$ cat src/rtl/pdua_control_unit.sv
// Moore sequencer for the PDUA datapath: fetch/decode/execute microcycles drive the control word.
// Control outputs are registered from the next-state decode, so they are a pure function of the state.
module pdua_control_unit #(
  parameter int                    ADDR_WIDTH = 3,
  parameter logic [ADDR_WIDTH-1:0] PC_ADDR    = '0,
  parameter logic [ADDR_WIDTH-1:0] ACC_ADDR   = ADDR_WIDTH'(7)
) (
  input  logic                  clk,
  input  logic                  rst,
  input  logic [4:0]            out_IR,
  input  logic                  C,
  input  logic                  N,
  input  logic                  P,
  input  logic                  Z,
  output logic                  wr_rdn,
  output logic                  enaf,
  output logic [2:0]            selop,
  output logic [1:0]            shamt,
  output logic                  bank_wr_en,
  output logic [ADDR_WIDTH-1:0] BusB_addr,
  output logic [ADDR_WIDTH-1:0] BusC_addr,
  output logic                  sclr,
  output logic                  ir_en,
  output logic                  mar_en,
  output logic                  mdr_en,
  output logic                  mdr_alu_n,
  output logic                  halted,
  output logic                  fetch
);

  typedef enum logic [4:0] {
    S_CLR, S_F0, S_F1, S_F2, S_DEC, S_O0, S_O1, S_PCI,
    S_XLDI, S_XADDI, S_XNOTA, S_S0, S_S1, S_S2, S_J, S_BR, S_HALT
  } state_t;

  localparam logic [4:0] OP_NOP  = 5'b00000;
  localparam logic [4:0] OP_LDI  = 5'b00001;
  localparam logic [4:0] OP_ADDI = 5'b00010;
  localparam logic [4:0] OP_STA  = 5'b00011;
  localparam logic [4:0] OP_JMP  = 5'b00100;
  localparam logic [4:0] OP_JZ   = 5'b00101;
  localparam logic [4:0] OP_JN   = 5'b00110;
  localparam logic [4:0] OP_NOTA = 5'b00111;
  localparam logic [4:0] OP_HALT = 5'b11111;

  localparam logic [2:0] ALU_PASS_A = 3'b000;
  localparam logic [2:0] ALU_PASS_B = 3'b001;
  localparam logic [2:0] ALU_ADD    = 3'b010;
  localparam logic [2:0] ALU_INC_B  = 3'b011;
  localparam logic [2:0] ALU_NOT_B  = 3'b110;

  typedef struct packed {
    logic                  wr_rdn;
    logic                  enaf;
    logic [2:0]            selop;
    logic                  bank_wr_en;
    logic [ADDR_WIDTH-1:0] busb;
    logic [ADDR_WIDTH-1:0] busc;
    logic                  sclr;
    logic                  ir_en;
    logic                  mar_en;
    logic                  mdr_en;
    logic                  mdr_alu_n;
    logic                  halted;
    logic                  fetch;
  } ctl_t;

  state_t state;
  state_t nxt;
  ctl_t   ctl;

  // Only Z and N steer branches; C and P are part of the flag bundle but unused here.
  logic unused_flags;
  assign unused_flags = C | P;

  function automatic ctl_t decode(input state_t s);
    ctl_t c;
    c = '0;
    case (s)
      S_CLR: c.sclr = 1'b1;
      S_F0, S_O0: begin
        c.busb   = PC_ADDR;
        c.selop  = ALU_PASS_B;
        c.mar_en = 1'b1;
        c.fetch  = (s == S_F0);
      end
      S_F1, S_O1: begin
        c.mdr_en    = 1'b1;
        c.mdr_alu_n = 1'b1;
      end
      S_F2, S_PCI: begin
        c.ir_en      = (s == S_F2);
        c.busb       = PC_ADDR;
        c.busc       = PC_ADDR;
        c.selop      = ALU_INC_B;
        c.bank_wr_en = 1'b1;
      end
      S_XLDI: begin
        c.selop      = ALU_PASS_A;
        c.busc       = ACC_ADDR;
        c.bank_wr_en = 1'b1;
        c.enaf       = 1'b1;
      end
      S_XADDI: begin
        c.selop      = ALU_ADD;
        c.busb       = ACC_ADDR;
        c.busc       = ACC_ADDR;
        c.bank_wr_en = 1'b1;
        c.enaf       = 1'b1;
      end
      S_XNOTA: begin
        c.selop      = ALU_NOT_B;
        c.busb       = ACC_ADDR;
        c.busc       = ACC_ADDR;
        c.bank_wr_en = 1'b1;
        c.enaf       = 1'b1;
      end
      S_S0: begin
        c.selop  = ALU_PASS_A;
        c.mar_en = 1'b1;
      end
      S_S1: begin
        c.busb   = ACC_ADDR;
        c.selop  = ALU_PASS_B;
        c.mdr_en = 1'b1;
      end
      S_S2: c.wr_rdn = 1'b1;
      S_J: begin
        c.selop      = ALU_PASS_A;
        c.busc       = PC_ADDR;
        c.bank_wr_en = 1'b1;
      end
      S_HALT: c.halted = 1'b1;
      default: c = '0;
    endcase
    return c;
  endfunction

  // IR is only reloaded in F2, so out_IR is stable for the whole execute phase.
  always_comb begin
    nxt = state;
    case (state)
      S_CLR: nxt = S_F0;
      S_F0:  nxt = S_F1;
      S_F1:  nxt = S_F2;
      S_F2:  nxt = S_DEC;
      S_DEC: begin
        case (out_IR)
          OP_NOP:  nxt = S_F0;
          OP_LDI, OP_ADDI, OP_STA, OP_JMP, OP_JZ, OP_JN: nxt = S_O0;
          OP_NOTA: nxt = S_XNOTA;
          OP_HALT: nxt = S_HALT;
          default: nxt = S_F0;
        endcase
      end
      S_O0: nxt = S_O1;
      S_O1: begin
        case (out_IR)
          OP_LDI:       nxt = S_XLDI;
          OP_ADDI:      nxt = S_XADDI;
          OP_STA:       nxt = S_S0;
          OP_JMP:       nxt = S_J;
          OP_JZ, OP_JN: nxt = S_BR;
          default:      nxt = S_F0;
        endcase
      end
      S_XLDI, S_XADDI: nxt = S_PCI;
      S_XNOTA:         nxt = S_F0;
      S_S0:            nxt = S_S1;
      S_S1:            nxt = S_S2;
      S_S2:            nxt = S_PCI;
      S_PCI:           nxt = S_F0;
      S_J:             nxt = S_F0;
      S_BR:            nxt = ((out_IR == OP_JZ) ? Z : N) ? S_J : S_PCI;
      S_HALT:          nxt = S_HALT;
      default:         nxt = S_CLR;
    endcase
  end

  always_ff @(posedge clk or posedge rst) begin
    if (rst) begin
      state <= S_CLR;
      ctl   <= decode(S_CLR);
    end else begin
      state <= nxt;
      ctl   <= decode(nxt);
    end
  end

  assign wr_rdn     = ctl.wr_rdn;
  assign enaf       = ctl.enaf;
  assign selop      = ctl.selop;
  assign shamt      = 2'b00;
  assign bank_wr_en = ctl.bank_wr_en;
  assign BusB_addr  = ctl.busb;
  assign BusC_addr  = ctl.busc;
  assign sclr       = ctl.sclr;
  assign ir_en      = ctl.ir_en;
  assign mar_en     = ctl.mar_en;
  assign mdr_en     = ctl.mdr_en;
  assign mdr_alu_n  = ctl.mdr_alu_n;
  assign halted     = ctl.halted;
  assign fetch      = ctl.fetch;

endmodule

$ cat config.mk
export PLATFORM = sky130hd
export DESIGN_NAME = pdua_control_unit
export DESIGN_NICKNAME = d
export VERILOG_FILES = /design/src/rtl/pdua_control_unit.sv
export SDC_FILE = /design/constraint.sdc
export NUM_CORES = 1
export LEC_CHECK = 0
export ABC_AREA = 0
export CORE_MARGIN = 5
export CORE_UTILIZATION = 45
export CTS_CLUSTER_DIAMETER = 80
export DETAILED_ROUTE_END_ITERATION = 7
export PLACE_DENSITY = 0.76
export SLEW_MARGIN = 20
export SYNTH_ARGS = -nofsm -noshare
export SYNTH_HDL_FRONTEND = slang
export SYNTH_SLANG_ARGS = --single-unit
$ cat constraint.sdc
create_clock -name clk -period 5.35 [get_ports clk]
set_input_delay 1.07 -clock clk [delete_from_list [all_inputs] [get_ports clk]]
set_output_delay 1.07 -clock clk [all_outputs]
set_load 0.02 [all_outputs]
# Word-level counts from Yosys, hierarchy flattened
# Memory sizes are Yosys's and may differ from the RTL's.
# Cells that the tools add are included.
totals:
  out_inout_bits: 21
  in_bits: 11
  regBits: 24
  romBits: 160
  n_memories: 1
  wordCells: 82
op_classes:
  n_reduce_logical: 14
  eq_ne: 36
  mux: 17
memory_table:
  columns: ["memory", "words", "width", "rd", "rd_clocked_by_memory_dff", "write_ports", "line_no", "text"]
  rows:
  - ["(no name shown)", 32, 5, 1, 0, 0, "148", "case (out_IR)"]
ops:
  columns: ["operator", "count"]
  rows:
  - ["5-bit by 4-bit == test with 1-bit output, second input constant", 15]
  - ["5-bit one-hot mux with 12 select lines", 1]
  - ["5-bit by 3-bit == test with 1-bit output, second input constant", 10]
  - ["5-bit by 2-bit == test with 1-bit output, second input constant", 6]
  - ["4-bit one-hot mux with 5 select lines", 1]
  - ["3-bit OR reduction", 6]
  - ["5-bit by 1-bit == test with 1-bit output, second input constant", 3]
  - ["3-bit one-hot mux with 4 select lines", 1]
  - ["1-bit two-way mux", 11]
  - ["5-bit == test, second input constant", 2]
  - ["5-bit logical NOT", 2]
  - ["2-bit OR reduction", 4]
  - ["3-bit two-way mux", 2]
  - ["6-bit OR reduction", 1]
  - ["4-bit two-way mux", 1]
  - ["4-bit OR reduction", 1]

# Depth between registers and ports, before layout
depth:
  word_depth: 7
  depth_mapped: 8
  mapped_depth_nobuf: 6

# Worst setup path after synthesis
# No wires, ideal clock.
synth_path:
  kind: "input to register"
  from: "input out_IR[4]"
  to: "register ctl (netlist bit selop[0])"
  setup_slack_ns: 2.859
  required_time_ns: 5.211
  setup_time_ns: 0.139
  cell_stages: 6
  path_buffers: 0
  t_arrival_ns: 2.353
  cell_sequence: "or2_4 -> or3_1 -> o2bb2ai_1 -> a211o_4 -> nand2b_2 -> o221ai_1"
synth_between:
  elab_chain_cells: 7
  word_cells_on_any_way: 22
  classes_between: "13 x eq/ne; 5 x mux; 3 x reduce/logical; 1 x memory"
synth_rtl:
  columns: ["item", "line_no", "text"]
  rows:
  - ["start, declared", "10", "input logic [4:0] out_IR,"]
  - ["parallel branches: the longest is 3 deep, another holds memory read 32 x 5 bit", null, null]
  - ["5-bit one-hot mux with 12 select lines (*)", "142", "case (state)"]
  - ["via nxt[0]", "69", "state_t nxt;"]
  - ["5-bit by 1-bit == test with 1-bit output, or another cell as far along", "79", "case (s)"]
  - ["3-bit OR reduction (no line) / 2-bit OR reduction (equally long branches)", null, null]
  - ["3-bit one-hot mux with 4 select lines (*)", "79", null]
  - ["end signal, assigned", "183", "ctl <= decode(S_CLR);"]
  - ["end signal, assigned", "186", "ctl <= decode(nxt);"]
  - ["end, declared", "70", "ctl_t ctl;"]
# Mark *: on every way through the listed nets, which the timed path passes.

# Final worst setup path
layout_path:
  from: "input out_IR[4]"
  to: "register ctl (netlist bit selop[1])"
layout_between:
  elab_chain_cells: 7
  word_cells_on_any_way: 22
  classes_between: "13 x eq/ne; 5 x mux; 3 x reduce/logical; 1 x memory"
layout_rtl:
  columns: ["item", "line_no"]
  rows:
  - ["parallel branches: the longest is 3 deep, another holds memory read 32 x 5 bit", null]
  - ["5-bit one-hot mux with 12 select lines (*)", "142"]
  - ["5-bit by 1-bit == test with 1-bit output, or another cell as far along", "79"]
  - ["3-bit OR reduction (no line) / 2-bit OR reduction (equally long branches)", null]
  - ["3-bit one-hot mux with 4 select lines (*)", "79"]
# Every way passes the cells marked *.

==> key figures <==
Logic synthesis
  – Leading area contributor after synthesis: dfrtp_1
  – Proportion of synthesized area in mux cells: 0.0279
  – Yosys reg bits: 19
  – Yosys warns: 0
  – Synth Area in Adders: 0
  – Ys async rst share: 1.00
  – Synth top area share: 0.402
  – Largest family of logic cells by synthesized area: simple AND/OR/NAND/NOR gates
  – Synth Area in Compound Gates: 0.182
  – Mapped cell area: 0.00112 mm2
  – Top post-synthesis cells by count: 18 x dfrtp_1, 8 x buf_4, 8 x nand2_1
  – Post-synth EDFFs: 0
  – Most frequent cell after synthesis: dfrtp_1
  – Synth Area in XOR/XNOR: 0.0301
  – Synth Area in Simple Gates: 0.237
  – Mapped Cells: 117
  – Avg Synthesized Cell Area: 9.58 um2
  – Seq/Total Area, Yosys: 0.425
  – Post-synthesis cell type count: 47
  – Main area contributors after synthesis: dfrtp_1 40%, buf_4 5.4%, nand2b_1 3.3%
  – Post-synth top flop: dfrtp_1

Drt
  – DR WL/cell: 14.8 um
  – Number of remaining DRC errors: 0
  – Routed Antenna Nets: 0
  – First DRT Iteration DRCs: 10
  – Pre-antenna DRT Iters: 4
  – Via density: 5.57
  – Drt total wl: 2430 um
  – Vias: 914

STA
  – Finish-stage setup viols: 0
  – Final period util: 0.521
  – Fin. Hold Viols: 0
  – Slew @ Worst Pin: 0.686 ns
  – Setup Skew: 0.00675 ns
  – Post-route setup slack: 2.56 ns
  – TNS Setup: 0 ns
  – RSZ-0062 raised after global routing: no
  – Fmax: 359 MHz
  – Worst hold margin: 0.673 ns
  – Min Tclk post-route: 2.79 ns
  – Final slew viol count: 0
  – Max-slew headroom at the worst pin: 0.542

Worst setup path
  – Setup crit start kind: primary input
  – Worst Path Required: 5.57 ns
  – Worst EP arrival: 3.01 ns
  – R2r worst-path depth: 6
  – CP Buf/Inv Count: 1
  – CP Class: in -> reg
  – Crit path from: out_IR[4]
  – Dominant delay contributor by cell family on the critical path: simple AND/OR/NAND/NOR gates
  – Worst Path Max Fanout: 9
  – Crit-path cells: clkdlybuf4s50_1 > or2_4 > or4_1 > o22a_1 > xor2_2 > o22ai_2
  – Critical path's slowest cell: or4_1
  – Crit path capture type: flip-flop
  – Critical R2R Launch: state[3]$_DFF_PP0_
  – Crit-path max cell delay: 0.48 ns
  – CP Depth: 6

Clock tree
  – Clock slew at reported path FFs: 0.11 ns
  – Hold-fix buffers, CTS: 0
  – Clk sinks: 19
  – Root buf cell: clkbuf_4
  – Clk buf depth: 2
  – Clk_lat worst skew: 0.30 ns
  – Post-CTS sizing: 0
  – Setup bufs post-CTS: 0
  – CTS HTree Levels: 1
  – CTS tree: yes
  – Num CTS Buffers: 3

Worst hold path
  – Hold_sp: state[2]$_DFF_PP0_
  – Hold Path Cell Cnt: 1
  – Class of the tightest hold or removal check: reg -> reg

Final layout
  – Area of the multi-input gates: 542 um2
  – Diodes inserted: 0
  – Nets: 146
  – Area grow syn2layout: 22.1%
  – Max FFs per register: 5
  – Finished Layout Cells: 164
  – Share of post-route cells with drive strength above 1: 0.0970
  – Sequential cell area: 477 um2
  – Fillers: 235
  – Biggest register: state

Floorplanning
  – Height of the die: 59.9 um
  – Die Area: 0.00359 mm2
  – I/O pin total: 32
  – Initial core utilization: 0.461
  – Chip Width: 59.9 um
  – Core Area: 0.00243 mm2
  – Row cnt: 18

Global routing
  – GRT overflow: 0
  – Largest net degree at the start of global routing: 20
  – GRT Total Usage: 0.152
  – Global-route wire length before repair: 4080 um
  – Vias in the first global route: 923
  – Initial antenna violation count: 0

Placement
  – Placed cell count: 160
  – HPWL Detailed: 1840 um
  – Pre-CTS setup slack: 2.26 ns
  – Buffers on Ports: 27
  – GPL Wtd Cong: 0.831

Power
  – Register share of total power: 0.362
  – Internal: 0.000360 W
  – Power Density: 465 mW/mm2
  – Leakage: 0.534 nW
  – Clock power share: 0.118
  – Peak supply drop: 265 uV
  – Switching Share: 0.434
  – Psw: 0.000276 W
  – Gate power share: 0.520

Flow run
  – Number of max-cap violations: 0

Status
  – Status: completed
==> stage by stage <==
| stage | total power, W | utilization | cell area [um2] |
|---|---|---|---|
| 2_1_floorplan | 0.000475 | - | 1120 |
| 3_3_place_gp | 0.000558 | 0.551 | 1340 |
| 3_5_place_dp | 0.000566 | 0.551 | 1340 |
| 4_1_cts | 0.000643 | 0.563 | 1370 |
| 5_1_grt | 0.000686 | 0.563 | 1370 |
| 6_report | 0.000637 | 0.563 | 1370 |
==> path summary, 6_finish.rpt <==
| check | end | slack [ns] |
|---|---|---|
| max reg2reg | selop[1]$_DFF_PP0_ | 3.24 |
| max in group asynchronous | state[3]$_DFF_PP0_ | 3.76 |
| min | ir_en$_DFF_PP0_ | 0.67 |
| min in group asynchronous | halted$_DFF_PP0_ | 1.16 |
| min reg2reg | ir_en$_DFF_PP0_ | 0.67 |
| max | selop[1]$_DFF_PP0_ | 2.56 |
==> cells by family after synthesis <==
family | Yosys count
buffers and inverters | 19
xor gates and xnor gates | 3
AOI/OAI and AO/OA | 26
muxes | 3
and+or+nand+nor | 46
DFF | 19
other | 1
==> per-layer routing <==
layer  GRT usage  part of all wire
met5           0                 0
met4      0.0696             0.010
met3      0.0238             0.041
met2       0.261              0.52
met1       0.185              0.43
==> power by group through the flow <==
stage          Clock [W]  Sequential (W)  Combinational [W]
3_5_place_dp           0        0.000233           0.000333
5_1_grt        0.0000830        0.000237           0.000366
4_1_cts        0.0000779        0.000230           0.000335
6_report       0.0000749        0.000231           0.000331
2_1_floorplan          0        0.000232           0.000243
3_3_place_gp           0        0.000229           0.000329
==> cell usage in the layout, fill, tap and decap left out, drive strengths merged, types with 2 or more instances in the layout <==
master and n:
o221ai 2, a21oi 7, conb 2, nand3b 2, or4 2, inv 4
nor2b 2, nand3 2, nor3 4, nand2 8, mux2i 2, nor3b 2
dfrtp 18, nand4 2, or2 3, nand2b 7, nor2 4, nor4 5
xnor2 2, clkdlybuf4s50 27, o2bb2ai 2, o21ai 3, clkbuf 3
==> layout make-up <==
| class | instances | share of cell area |
|---|---|---|
| Clock buffer | 3 | 0.0165 |
| Clock inverter | 1 | 0.00366 |
| Inverter | 4 | 0.0110 |
| Multi-Input combinational cell | 80 | 0.396 |
| Sequential cell | 19 | 0.348 |
| Tap cell | 30 | 0.0274 |
| Timing Repair Buffer | 27 | 0.197 |
==> worst reg2reg max path: cells and delay by family, from the launching register on <==
kind / cells / cell delay (ns)
and+or+nand+nor: 2 / 0.77
DFF: 1 / 0.53
AOI/OAI and AO/OA: 3 / 0.52
xor gates and xnor gates: 1 / 0.18
(Power assumes the default switching activity.)
